===== config.mk =====
export PLATFORM = sky130hd
export DESIGN_NAME = hazard_tracker
export DESIGN_NICKNAME = d
export VERILOG_FILES = /design/src/rtl/hazard_tracker_pkg.sv /design/src/rtl/hazard_tracker_fwd_select.sv /design/src/rtl/hazard_tracker.sv
export SDC_FILE = /design/constraint.sdc
export NUM_CORES = 1
export LEC_CHECK = 0
export CAP_MARGIN = 25
export CORE_UTILIZATION = 33
export CTS_BUF_LIST = sky130_fd_sc_hd__clkbuf_16
export DETAILED_ROUTE_END_ITERATION = 7
export SLEW_MARGIN = 30
export SYNTH_ARGS = -nofsm -noshare
export SYNTH_HDL_FRONTEND = slang
export SYNTH_HIERARCHICAL = 1
export SYNTH_SLANG_ARGS = --single-unit

===== constraint.sdc =====
create_clock -name clk -period 2.1 [get_ports clk]
set_input_delay 0.42 -clock clk [delete_from_list [all_inputs] [get_ports clk]]
set_output_delay 0.42 -clock clk [all_outputs]
set_load 0.1 [all_outputs]

===== src/rtl/hazard_tracker_pkg.sv =====
// Shared types for the hazard tracker: forward-select codes, widths,
// the per-stage shadow record and the saturating Tnew decrement.
package hazard_tracker_pkg;

  localparam int ADDR_WP = 5;
  localparam int TNEW_WP = 2;

  typedef logic [1:0] fwd_t;

  localparam fwd_t FWD_RF = 2'd0;
  localparam fwd_t FWD_E  = 2'd1;
  localparam fwd_t FWD_M  = 2'd2;
  localparam fwd_t FWD_W  = 2'd3;

  typedef struct packed {
    logic [ADDR_WP-1:0] a3;
    logic [TNEW_WP-1:0] tnew;
    logic [ADDR_WP-1:0] rs;
    logic [ADDR_WP-1:0] rt;
  } stage_t;

  localparam stage_t STAGE_NONE = '0;

  function automatic logic [TNEW_WP-1:0] tnew_dec(
    input logic [TNEW_WP-1:0] t
  );
    return (t == '0) ? '0 : t - 1'b1;
  endfunction

endpackage


===== src/rtl/hazard_tracker_fwd_select.sv =====
// Priority pick of one register against up to three producers.
// Ports: r (register read), en (slot mask), a3/tnew per slot
// (slot 0 = E, 1 = M, 2 = W), sel (FWD_* code of nearest hit).
module fwd_select
  import hazard_tracker_pkg::*;
#(
  parameter int ADDR_W = ADDR_WP,
  parameter int TNEW_W = TNEW_WP
) (
  input  logic [ADDR_W-1:0]        r,
  input  logic [2:0]               en,
  input  logic [2:0][ADDR_W-1:0]   a3,
  input  logic [2:0][TNEW_W-1:0]   tnew,
  output fwd_t                     sel
);

  logic [2:0] hit;

  // $0 is hard-wired, so it is never a forwarding target.
  always_comb begin
    hit = '0;
    for (int i = 0; i < 3; i++) begin
      hit[i] = en[i] && (r != '0) &&
               (r == a3[i]) && (tnew[i] == '0);
    end
  end

  always_comb begin
    if (hit[0])      sel = FWD_E;
    else if (hit[1]) sel = FWD_M;
    else if (hit[2]) sel = FWD_W;
    else             sel = FWD_RF;
  end

endmodule


===== src/rtl/hazard_tracker.sv =====
// Hazard tracker: shadows E/M/W, computes D stall and fwd selects.
// Ports: clk, reset (async, high); D-stage hazard info in
// (Rs_D, Rt_D, isRead_*, Tuse_*, A3_D, Tnew_D); stall and
// fwd_{D_rs,D_rt,E_rs,E_rt,M_rt} out; stall_cnt counts stalled
// cycles when HAZARD_STALL_CNT_EN is defined, else it reads 0.
module hazard_tracker
  import hazard_tracker_pkg::*;
#(
  parameter int ADDR_W = ADDR_WP,
  parameter int TNEW_W = TNEW_WP,
  parameter int CNT_W  = 32
) (
  input  logic              clk,
  input  logic              reset,
  input  logic [ADDR_W-1:0] Rs_D,
  input  logic [ADDR_W-1:0] Rt_D,
  input  logic              isRead_Rs,
  input  logic              isRead_Rt,
  input  logic [TNEW_W-1:0] Tuse_Rs_D,
  input  logic [TNEW_W-1:0] Tuse_Rt_D,
  input  logic [ADDR_W-1:0] A3_D,
  input  logic [TNEW_W-1:0] Tnew_D,
  output logic              stall,
  output logic [1:0]        fwd_D_rs,
  output logic [1:0]        fwd_D_rt,
  output logic [1:0]        fwd_E_rs,
  output logic [1:0]        fwd_E_rt,
  output logic [1:0]        fwd_M_rt,
  output logic [CNT_W-1:0]  stall_cnt
);

  stage_t e_q, m_q, w_q;
  stage_t e_d;

  logic stall_rs, stall_rt;

  // A source waits only when its producer's result arrives later
  // than the consumer needs it; W results are always ready.
  always_comb begin
    stall_rs = isRead_Rs && (Rs_D != '0) &&
      ((Rs_D == e_q.a3 && e_q.tnew > Tuse_Rs_D) ||
       (Rs_D == m_q.a3 && m_q.tnew > Tuse_Rs_D));
    stall_rt = isRead_Rt && (Rt_D != '0) &&
      ((Rt_D == e_q.a3 && e_q.tnew > Tuse_Rt_D) ||
       (Rt_D == m_q.a3 && m_q.tnew > Tuse_Rt_D));
    stall = stall_rs || stall_rt;
  end

  always_comb begin
    e_d = STAGE_NONE;
    if (!stall) begin
      e_d.a3   = A3_D;
      e_d.tnew = tnew_dec(Tnew_D);
      e_d.rs   = isRead_Rs ? Rs_D : '0;
      e_d.rt   = isRead_Rt ? Rt_D : '0;
    end
  end

  always_ff @(posedge clk or posedge reset) begin
    if (reset) begin
      e_q <= STAGE_NONE;
      m_q <= STAGE_NONE;
      w_q <= STAGE_NONE;
    end else begin
      e_q <= e_d;
      m_q <= '{a3: e_q.a3, tnew: tnew_dec(e_q.tnew),
               rs: '0, rt: e_q.rt};
      w_q <= '{a3: m_q.a3, tnew: tnew_dec(m_q.tnew),
               rs: '0, rt: '0};
    end
  end

  logic [2:0][ADDR_W-1:0] all_a3;
  logic [2:0][TNEW_W-1:0] all_tnew;

  assign all_a3   = {w_q.a3, m_q.a3, e_q.a3};
  assign all_tnew = {w_q.tnew, m_q.tnew, e_q.tnew};

  fwd_select #(.ADDR_W(ADDR_W), .TNEW_W(TNEW_W)) u_fwd_d_rs (
    .r    (Rs_D),
    .en   (3'b111),
    .a3   (all_a3),
    .tnew (all_tnew),
    .sel  (fwd_D_rs)
  );

  fwd_select #(.ADDR_W(ADDR_W), .TNEW_W(TNEW_W)) u_fwd_d_rt (
    .r    (Rt_D),
    .en   (3'b111),
    .a3   (all_a3),
    .tnew (all_tnew),
    .sel  (fwd_D_rt)
  );

  // E consumers look only at M and W; slot 0 is masked off.
  fwd_select #(.ADDR_W(ADDR_W), .TNEW_W(TNEW_W)) u_fwd_e_rs (
    .r    (e_q.rs),
    .en   (3'b110),
    .a3   (all_a3),
    .tnew (all_tnew),
    .sel  (fwd_E_rs)
  );

  fwd_select #(.ADDR_W(ADDR_W), .TNEW_W(TNEW_W)) u_fwd_e_rt (
    .r    (e_q.rt),
    .en   (3'b110),
    .a3   (all_a3),
    .tnew (all_tnew),
    .sel  (fwd_E_rt)
  );

  fwd_select #(.ADDR_W(ADDR_W), .TNEW_W(TNEW_W)) u_fwd_m_rt (
    .r    (m_q.rt),
    .en   (3'b100),
    .a3   (all_a3),
    .tnew (all_tnew),
    .sel  (fwd_M_rt)
  );

`ifdef HAZARD_STALL_CNT_EN
  logic [CNT_W-1:0] cnt_q;

  always_ff @(posedge clk or posedge reset) begin
    if (reset)      cnt_q <= '0;
    else if (stall) cnt_q <= cnt_q + 1'b1;
  end

  assign stall_cnt = cnt_q;
`else
  assign stall_cnt = '0;
`endif

endmodule


# ---- Word level (Yosys, flattened, before mapping)
# Cells that the tools add are included.
dict set report op_classes {
  add_sub_neg 3
  order_cmp 4
  eq_ne 11
  muxes 17
  n_reduce_logical 42
}
# cell n
set op_table {}
lappend op_table {{equality test 5 bit} 11}
lappend op_table {{logical AND 1 bit} 30}
lappend op_table {{2-to-1 mux 2 bit} 14}
lappend op_table {{nonzero test 5 bit} 5}
lappend op_table {{2-to-1 mux 17 bit} 1}
lappend op_table {{2-to-1 mux 5 bit} 2}
lappend op_table {{greater-than comparator 2 bit} 4}
lappend op_table {{logical NOT 2 bit} 4}
lappend op_table {{subtractor 2 x 1 -> 2 bit, second input constant} 3}
lappend op_table {{logical OR 1 bit} 3}
dict set report totals {
  ff_bits 36
  inputBits 25
  output_inout_bits 43
}

# ---- Depth between registers and ports, before layout
# Gate-level depths: netlist of run 1.
dict set report logic_depth {
  depth_word 6
  depth_mapped 9
  depth_no_buf 7
}

# ---- Cells and area by module
# The synthesis of run 1 kept the hierarchy.
# module n_inst cells_per_inst area_per_inst_um2 seq_area_each_um2
set modules_own_cells {}
lappend modules_own_cells {hazard_tracker 1 164 1870.5 900.9}
lappend modules_own_cells {fwd_select 5 30 230.2 0.0}

# ---- Worst setup path before layout of run 1
# Ideal clock, no wire load.
dict set report synth_path {
  kind {register to output}
  from {register m_q (netlist bit all_a3[8])}
  to {output port fwd_D_rs[1]}
  arrival_ns 2.461
  t_required_ns 1.680
  path_slack_ns -0.781
  path_stages_with_launch 5
  path_buffers 0
  path_cell_list {dfrtp_1 > xor2_1 > nor4_2 > nand4_1 > a21boi_1}
}
dict set report synth_via {
  elab_chain_cells 5
}
# element line_no
set synth_lines {}
lappend synth_lines {{start, declared} hazard_tracker.sv:32} ;# stage_t e_q, m_q, w_q;
lappend synth_lines {{start signal, assigned} hazard_tracker.sv:66} ;# m_q <= '{a3: e_q.a3, tnew: tnew_dec(e_q.tnew),
lappend synth_lines {{equality test 5 bit} hazard_tracker_fwd_select.sv:24} ;# (r == a3[i]) && (tnew[i] == '0);
lappend synth_lines {{logical AND 1 bit} hazard_tracker_fwd_select.sv:23} ;# hit[i] = en[i] && (r != '0) &&
lappend synth_lines {{logical AND 1 bit} hazard_tracker_fwd_select.sv:24}
lappend synth_lines {{2-to-1 mux 2 bit} hazard_tracker_fwd_select.sv:30} ;# else if (hit[1]) sel = FWD_M;
lappend synth_lines {{2-to-1 mux 2 bit} hazard_tracker_fwd_select.sv:29} ;# if (hit[0]) sel = FWD_E;
lappend synth_lines {{end, declared} hazard_tracker.sv:24} ;# output logic [1:0] fwd_D_rs,
# No other way between the ends.

# ---- Final worst setup path of run 1
dict set report layout_path {
  from {input port Rs_D[2]}
  to {output port stall}
}
dict set report layout_via {
  elab_chain_cells 5
  elab_cells_between_ends 9
}
# element line_no
set layout_lines {}
lappend layout_lines {{start, declared} hazard_tracker.sv:15} ;# input logic [ADDR_W-1:0] Rs_D,
lappend layout_lines {{equality test 5 bit, on equally long branches} {hazard_tracker.sv:41, hazard_tracker.sv:42}}
lappend layout_lines {{logical AND 1 bit, on equally long branches} {hazard_tracker.sv:41, hazard_tracker.sv:42}}
lappend layout_lines {{logical OR 1 bit} hazard_tracker.sv:41} ;# ((Rs_D == e_q.a3 && e_q.tnew > Tuse_Rs_D) ||
lappend layout_lines {{logical AND 1 bit *} hazard_tracker.sv:40} ;# stall_rs = isRead_Rs && (Rs_D != '0) &&
lappend layout_lines {{logical OR 1 bit *} hazard_tracker.sv:46} ;# stall = stall_rs || stall_rt;
lappend layout_lines {{end, declared} hazard_tracker.sv:23} ;# output logic stall,
# Every way passes the cells marked *; elsewhere a longest branch is shown, timed or not.

==> results.cfg, run 1 <==
[clock_tree]
cts_tree = yes
cts_sinks = 36
worstSkewPairLatency_ns = 0.28
numCtsBuffers = 5
clockRootBuffer = clkbuf_16
ctsHoldBuffers = 0
path_clk_slew_ns = 0.05
htree_num_levels = 2
cts_buffer_depth = 2

[grt]
overflow = 0
antenna_found_initial = 0
grt_max_degree = 37
grt_use_met1_pct = 26.7
busiest_layer = met2
grt.total_usage_pct = 19.1
grt_pass1_vias = 2678
use_met2_pct = 31.2
grt_pass1_wl_um = 14100
met3_usage_pct = 2.23

[power]
p_clk_share_pct = 28.1
power_density_nw_per_um2 = 538
power.internal_mw = 1.49
switching_share_pct = 38.9
power_leakage_nw = 2.08
ir_worst_vdd_mv = 0.417
p_total_mw = 2.43
power_frac_comb_pct = 37.9
switchingPower_mw = 0.947
seqPwrFrac_pct = 34.0

[drt]
postRouteAntennaNets = 0
vias_per_cell = 4.80
drt-pass1-iter-count = 8
wl_per_cell_um = 16.0
drt-initial-drc-count = 148
drc = 19
dr_total_vias = 2621
drt-total-wl_um = 8760

[critical_path]
slowest_stage = o221a_1
crit_required_ns = 1.68
r2r_cells = 7
worstPathCellList = dlygate4sd2_1 -> buf_6 -> xnor2_1 -> nand4_1 -> nor4_2 -> o221a_1 -> or2_4 -> buf_12
reg2reg_from = all_tnew[3]
r2r_setup_slack_ns = 0.13
path_class = in -> out
endpoint_kind = output port
worstPathMaxFanout = 6
start_kind = input port
max_stage_delay_ns = 0.29
regToRegEndpoint = e_q[0]
crit_arrival_ns = 2.05

[synth]
syn_area_sq_um = 3020
yosysSeqAreaShare_pct = 29.8
synth-xor-area-share_pct = 27.5
ys_ff_latch = 36
synth_top_family_by_area = XOR/XNOR gates
synth_compound_area_share_pct = 3.48
synthMuxAreaShare_pct = 0
yosysUniqueCellTypes = 28
yosys.area_share.simple_pct = 24.8
synthAdderAreaFrac_pct = 3.31
yosys_warnings = 6
synthCells = 314
avgSynthCellArea_sq_um = 9.62

[sta]
min_period_ns = 2.47
finalMaxSlewViolations = 0
fin_crit_sh_pct = 118
grt_setup_unrepaired = yes
hold_ws_ns = 0.472
setup_viol = 11
clock_skew_ns = 0.00291
max_freq_mhz = 404
fin_ws_ns = -0.374
timing.final.hold_violations = 0
fin_setup_tns_ns = -2.40

[placed_design]
portBuffers = 35
dp_hpwl_um = 5940
pre_cts_ws_ns = -0.575
placed_area_sq_um = 3910
place_inst = 509
gp_congestion = 0.823

[finish]
syn_to_final_growth_pct = 49.7
layout_commonest_cell = xor2_1
instances_no_fill = 546
finalNetCount = 471
postLayoutCoreUtil_pct = 51.4
mostFrequentLayoutCells = xor2_1, buf_4, conb_1
antennaDiodeCount = 0
drive_gt1_share_pct = 37.4
final_area_sq_um = 4520

[run]
drv_cap = 0

[outcome]
violations = DRC, setup timing
status = finished, violations left

[worst_hold_path]
hold_class = reg -> reg
min_path_cells = 0
min_from = e_q[3]
min_to = m_q[3]

[die]
die_h_um = 97.7
fp.dieW_um = 97.7
die-area_sq_um = 9540
pin_count = 68
rows = 34
core_area_sq_um = 8810
initial_utilization_pct = 34.3
## worst max path at each step
stage	from	to	slack [ns]
global route	all_tnew[3]	stall	-0.41
floorplan	all_tnew[0]	stall	-0.04
CTS	all_tnew[3]	stall	-0.35
global placement	Tuse_Rt_D[1]	stall	-0.54
detailed placement	Tuse_Rt_D[1]	stall	-0.57
finish	Rs_D[2]	stall	-0.37
## layer usage
metal | up-vias | part of all wire (%) | wire [um]
met2 | 92 | 48 | 4240
met4 | 0 | 1.1 | 94
met3 | 9 | 3.9 | 344
li1 | 1250 | - | -
met1 | 1270 | 47 | 4080
met5 | - | 0 | 0
## worst max-delay path: cells and delay by family
kind,cells,cell delay (ns)
and+or+nand+nor,3,0.54
xor gates and xnor gates,1,0.21
AOI/OAI and AO/OA,1,0.29
buffers and inverters,3,0.58
## cells by family (layout without fill, tap and decap cells)
group | count (synthesis) | count (layout)
XOR/XNOR | 95 | 95
flip-flops | 36 | 36
AO/OA/AOI/OAI | 16 | 16
AND/OR/NAND/NOR | 112 | 112
buffers and inverters | 45 | 119
other | 2 | 52
adder cells (fa/ha/maj) | 8 | 8
## repair_timing
item                       CTS  global route
gates resized for setup     67            18
pin swaps                   31            23
buffers inserted            17            14
setup endpoints to repair   28            11
## cell usage after synthesis
cell type	number	area [sq um]
nand4_1	19	119
or2_2	1	6.26
dfrtp_1	36	901
nor3_4	1	16.3
and4_1	5	43.8
o221a_1	2	22.5
a21boi_1	5	37.5
and2_1	2	12.5
nand2_1	20	75.1
xnor2_1	12	105
buf_4	32	240
nor3_1	21	105
inv_1	9	33.8
a21oi_1	4	20.0
o21ai_1	5	25.0
nor3_2	9	90.1
nor2b_1	2	12.5
nor4_1	9	56.3
nor2_1	5	18.8
ha_1	8	100
nor3b_1	5	37.5
nor4b_2	1	15.0
xor2_1	83	727
nor4_2	10	125
buf_6	3	33.8
conb_1	2	7.51
buf_12	1	20.0
or4_1	2	15.0
## power by group through the flow
stage | clock network (mW) | registers (mW) | logic, mW
2_1_floorplan | 0 | 0.817 | 0.619
3_3_place_gp | 0 | 0.841 | 0.789
3_5_place_dp | 0 | 0.841 | 0.801
4_1_cts | 0.688 | 0.833 | 0.859
5_1_grt | 0.732 | 0.832 | 0.981
6_report | 0.684 | 0.827 | 0.923
## state kept, by name, summed over array words and instances, names as in the netlist
name	count
all_a3	15
m_q	5
all_tnew	6
e_q	10
## final cells by class
| type | instances | area (sq um) |
|---|---|---|
| Timing Repair Buffer | 103 | 1020 |
| Sequential cell | 36 | 921 |
| Clock buffer | 5 | 125 |
| Multi-Input combinational cell | 283 | 2280 |
| Inverter | 9 | 33.8 |
| Tap cell | 108 | 135 |
| Clock inverter | 2 | 7.51 |
| Fill cell | 780 | 4280 |
Power figures use the tool's default switching activity.
==> run 2: changes to the inputs <==
--- a/config.mk
+++ b/config.mk
@@ -5,10 +5,10 @@
 export SDC_FILE = /design/constraint.sdc
 export NUM_CORES = 1
 export LEC_CHECK = 0
-export CAP_MARGIN = 25
 export CORE_UTILIZATION = 33
 export CTS_BUF_LIST = sky130_fd_sc_hd__clkbuf_16
 export DETAILED_ROUTE_END_ITERATION = 7
+export SETUP_SLACK_MARGIN = 0.15
 export SLEW_MARGIN = 30
 export SYNTH_ARGS = -nofsm -noshare
 export SYNTH_HDL_FRONTEND = slang
==> run 2 against run 1 <==
Net effect: the flow still finishes with violations (DRC, setup timing); total power grew 5.3%; register-to-register slack better by 0.03 ns; sequential power grew 1%.
==> results.cfg, run 2 (synthesis results as in run 1) <==
[critical_path]
reg2reg_from = all_tnew[1]
crit_arrival_ns = 2.04
worstPathCellList = xor2_1 -> nor4_2 -> nand4_1 -> a21boi_4 -> buf_12
endpoint_kind = output port
crit_start = all_a3[5]
worstPathMaxFanout = 7
start_kind = flip-flop
path_class = reg -> out
slowest_stage = dfrtp_2
max_stage_delay_ns = 0.51
cp_num_buf_inv = 1
crit_required_ns = 1.68
path_delay_family = simple AND/OR/NAND/NOR gates

[finish]
syn_to_final_growth_pct = 49.7
antennaDiodeCount = 0
drive_gt1_share_pct = 39.9
final_area_sq_um = 4520
finalNetCount = 468
postLayoutCoreUtil_pct = 51.4
layout_commonest_cell = xor2_1
largest_reg_flops = 15
mostFrequentLayoutCells = xor2_1, conb_1, buf_4

[worst_hold_path]
hold_class = in -> reg
min_from = Rs_D[4]

[clock_tree]
path_clk_slew_ns = 0.06
cts_buffer_depth = 2
cts_tree = yes
ctsHoldBuffers = 0
cts_sinks = 36
worstSkewPairLatency_ns = 0.28
clockRootBuffer = clkbuf_16
htree_num_levels = 2
numCtsBuffers = 5

[grt]
antenna_found_initial = 0
grt.total_usage_pct = 18.8
overflow = 0
grt_pass1_vias = 2666
grt_pass1_wl_um = 14000
grt_max_degree = 37

[placed_design]
portBuffers = 35
gp_congestion = 0.876
dp_hpwl_um = 5920
placed_area_sq_um = 3900
pre_cts_ws_ns = -0.575

[drt]
drt-pass1-iter-count = 7
wl_per_cell_um = 15.9
wl_met3_um = 384
dr_total_vias = 2653
wl_met2_um = 4180
top_layer_used = met4
drc = 22
drt-initial-drc-count = 161
drt-total-wl_um = 8650
wl_met1_um = 3880
postRouteAntennaNets = 0
vias_per_cell = 4.88

[outcome]
status = finished, violations left
violations = DRC, setup timing

[sta]
grt_setup_unrepaired = yes
max_freq_mhz = 407
clock_skew_ns = 0.00454
fin_setup_tns_ns = -2.49
hold_ws_ns = 0.446
min_period_ns = 2.46
finalMaxSlewViolations = 0
fin_crit_sh_pct = 117
setup_viol = 11
timing.final.hold_violations = 0
fin_ws_ns = -0.356

[die]
rows = 34
core_area_sq_um = 8810
die_h_um = 97.7
die-area_sq_um = 9540
pin_count = 68
initial_utilization_pct = 34.3
fp.dieW_um = 97.7

[run]
drv_cap = 0

[power]
power_leakage_nw = 2.08
ir_worst_vdd_mv = 0.324
power_density_nw_per_um2 = 566
[run 2: worst paths after layout]
| path | end | slack (ns) | depth (start not counted) |
|---|---|---|---|
| max in group asynchronous | all_a3[6] | 1.21 | 3 |
| min in group asynchronous | all_a3[3] | 0.54 | 3 |
| worst min-delay path | e_q[9] | 0.45 | 3 |
| worst max-delay path | fwd_D_rt[1] | -0.36 | 5 |
| worst min register to register | all_a3[11] | 0.49 | 0 |
| worst max register to register | all_a3[0] | 0.16 | 6 |
[run 2: timing repair]
| action | CTS | global route |
|---|---|---|
| pin swaps | 45 | 31 |
| gates resized for setup | 72 | 23 |
| setup endpoints to repair | 28 | 28 |
| buffers inserted | 18 | 11 |
[run 2: metal layers]
metal,track usage (%),up-vias
met1,24.9,1282
met4,7.34,0
li1,-,1248
met2,31.2,98
met3,2.37,25
met5,0,-
[run 2: metrics by stage]
stage               power (mW)  cells
finish                    2.56    544
global route              2.66    544
CTS                       2.52    533
detailed placement        1.64    507
global placement          1.62    507
floorplan                 1.44    364
[run 2: area by class of cell]
class                      count  area [sq um]
clock inverter                 3          38.8
tap                          108           135
inverter                       9          33.8
sequential                    36           926
timing repair buffer         100           958
fill                         793          4280
clock buffer                   5           125
multi-input combinational    283          2310
[run 2: tightest hold or removal path, cell delays in order]
cell and delay, ns:
buf_2 0.15, nand2_1 0.09, nor3_2 0.04
[run 2: where the power goes]
part	internal [mW]	switching (mW)
clock	0.553	0.274
sequential	0.738	0.0993
combinational	0.316	0.583
==> RTL edit, RTL diff (settings of run 1) <==
The option `HAZARD_STALL_CNT_EN` is turned on by a define.
--- a/src/rtl/hazard_tracker.sv
+++ b/src/rtl/hazard_tracker.sv
@@ -3,6 +3,8 @@
 // (Rs_D, Rt_D, isRead_*, Tuse_*, A3_D, Tnew_D); stall and
 // fwd_{D_rs,D_rt,E_rs,E_rt,M_rt} out; stall_cnt counts stalled
 // cycles when HAZARD_STALL_CNT_EN is defined, else it reads 0.
+`define HAZARD_STALL_CNT_EN
+
 module hazard_tracker
   import hazard_tracker_pkg::*;
 #(
Check against the original RTL: not equivalent (Yosys sat finds a counterexample within 4 cycles, from zero or initial values and one cycle with reset high).
==> RTL edit against run 1 <==
The run ends with negative setup slack left. Area after synthesis grew 37%. Power grew 65%. Wire length grew 44%. Sequential cell count grew 32. Clock power grew 110%. Worst setup slack gained 6.5 ps. Final area grew 52%. Cell count grew 38%. Critical path type is now reg2out.
==> RTL edit: results (changes against run 1) <==
Worst Hold Depth=1 (was 0); Critical Path Fanout Max=5 (was 6); Final Non-Filler Cells=753 (was 546); Max stage delay on crit path=460 ps (was 290 ps); final worst-path setup slack=-367 ps (was -374 ps); syn avg cell area=10.1 µm² (was 9.62 µm²); area post-placement=5720 µm² (was 3910 µm²); final setup vio count=60 (was 11); TritonCTS Buffers=9 (was 5); R2R cell count=9 (was 7); met3 Use GR=3.56% (was 2.23%); vias post-DR=3,668 (was 2,621); H-tree depth=3 (was 2); GRT met1 Usage=25.0% (was 26.7%); Final GP Congestion=0.863 (was 0.823); DP Cell Count=706 (was 509); WL met1=5320 µm (was 4080 µm); multiplexer share of the synthesized area=0.273% (was 0%); synth cell count leaders=xor2_1, dfrtp_1, nor3_1 (was xor2_1, dfrtp_1, buf_4); Hold Startpoint=stall_cnt[31]$_DFFE_PP0P_ (was e_q[3]$_DFF_PP0_); R2R Path End=stall_cnt[17]$_DFFE_PP0P_ (was e_q[0]$_DFF_PP0_); Sum Neg Setup Slack=-8650 ps (was -2400 ps); met3 WL=426 µm (was 344 µm); Flop+latch power=0.00151 W (was 0.000827 W); Worst Hold End=stall_cnt[31]$_DFFE_PP0P_ (was m_q[3]$_DFF_PP0_); R2R Setup Slk=-230 ps (was 130 ps); XOR/XNOR share of the synthesized area=26.7% (was 27.5%); status=complete, but fails checks (unchanged); Worst path top cell family by delay=compound AO/OA/AOI/OAI gates (was buffers and inverters); WL final=12,600 µm (was 8760 µm); drt initial violations=181 (was 148); first-pass GRT wire length=20,200 µm (was 14,100 µm); Final #Nets=614 (was 471); top post-synthesis cells by area=dfrtp_1, xor2_1, nor3_1 (was dfrtp_1, xor2_1, buf_4); synth unique cells=32 (was 28); largest net degree at the start of global routing=25 (was 37); max reg flops=32 (was 15); Synth Area in Adders=2.73% (was 3.31%); Port Buf Inserts=67 (was 35); internal power=0.00270 W (was 0.00149 W); failing checks=negative setup slack (was design-rule violations, negative setup slack); Max VDD drop=0.545 mV (was 0.417 mV); LEAKAGE=3.36 nW (was 2.08 nW); vias in the first global route=3,889 (was 2,678); worst-case hold slack=464 ps (was 472 ps); post-synthesis sequential area ratio=41.2% (was 29.8%); GR Util All Layers=20.3% (was 19.1%); GRT met2 Usage=35.8% (was 31.2%)
[RTL edit: cell types whose count changed after synthesis, moves of 3 or more]
cell / run 1 / this run
nor2_1: 5 / 20
and2_1: 2 / 8
nor3_2: 9 / 0
nand4_1: 19 / 23
nand2b_1: 0 / 3
buf_4: 32 / 0
and3_1: 0 / 16
nor3_1: 21 / 33
xor2_1: 83 / 115
nand3_1: 0 / 10
buf_2: 0 / 3
dfrtp_1: 36 / 68
[RTL edit: area by class of cell]
cell class | instances | area (µm²)
timing repair buffer | 148 | 1550
tap | 168 | 210
fill | 1053 | 5250
multi-input combinational | 342 | 3030
sequential | 68 | 1740
clock inverter | 7 | 57.6
clock buffer | 9 | 225
inverter | 11 | 48.8
[RTL edit: what timing repair did]
action,CTS,global route
endpoints found under the setup margin,60,60
gates cloned,4,0
buffers inserted,17,12
gates resized for setup,114,23
pin swaps,66,22
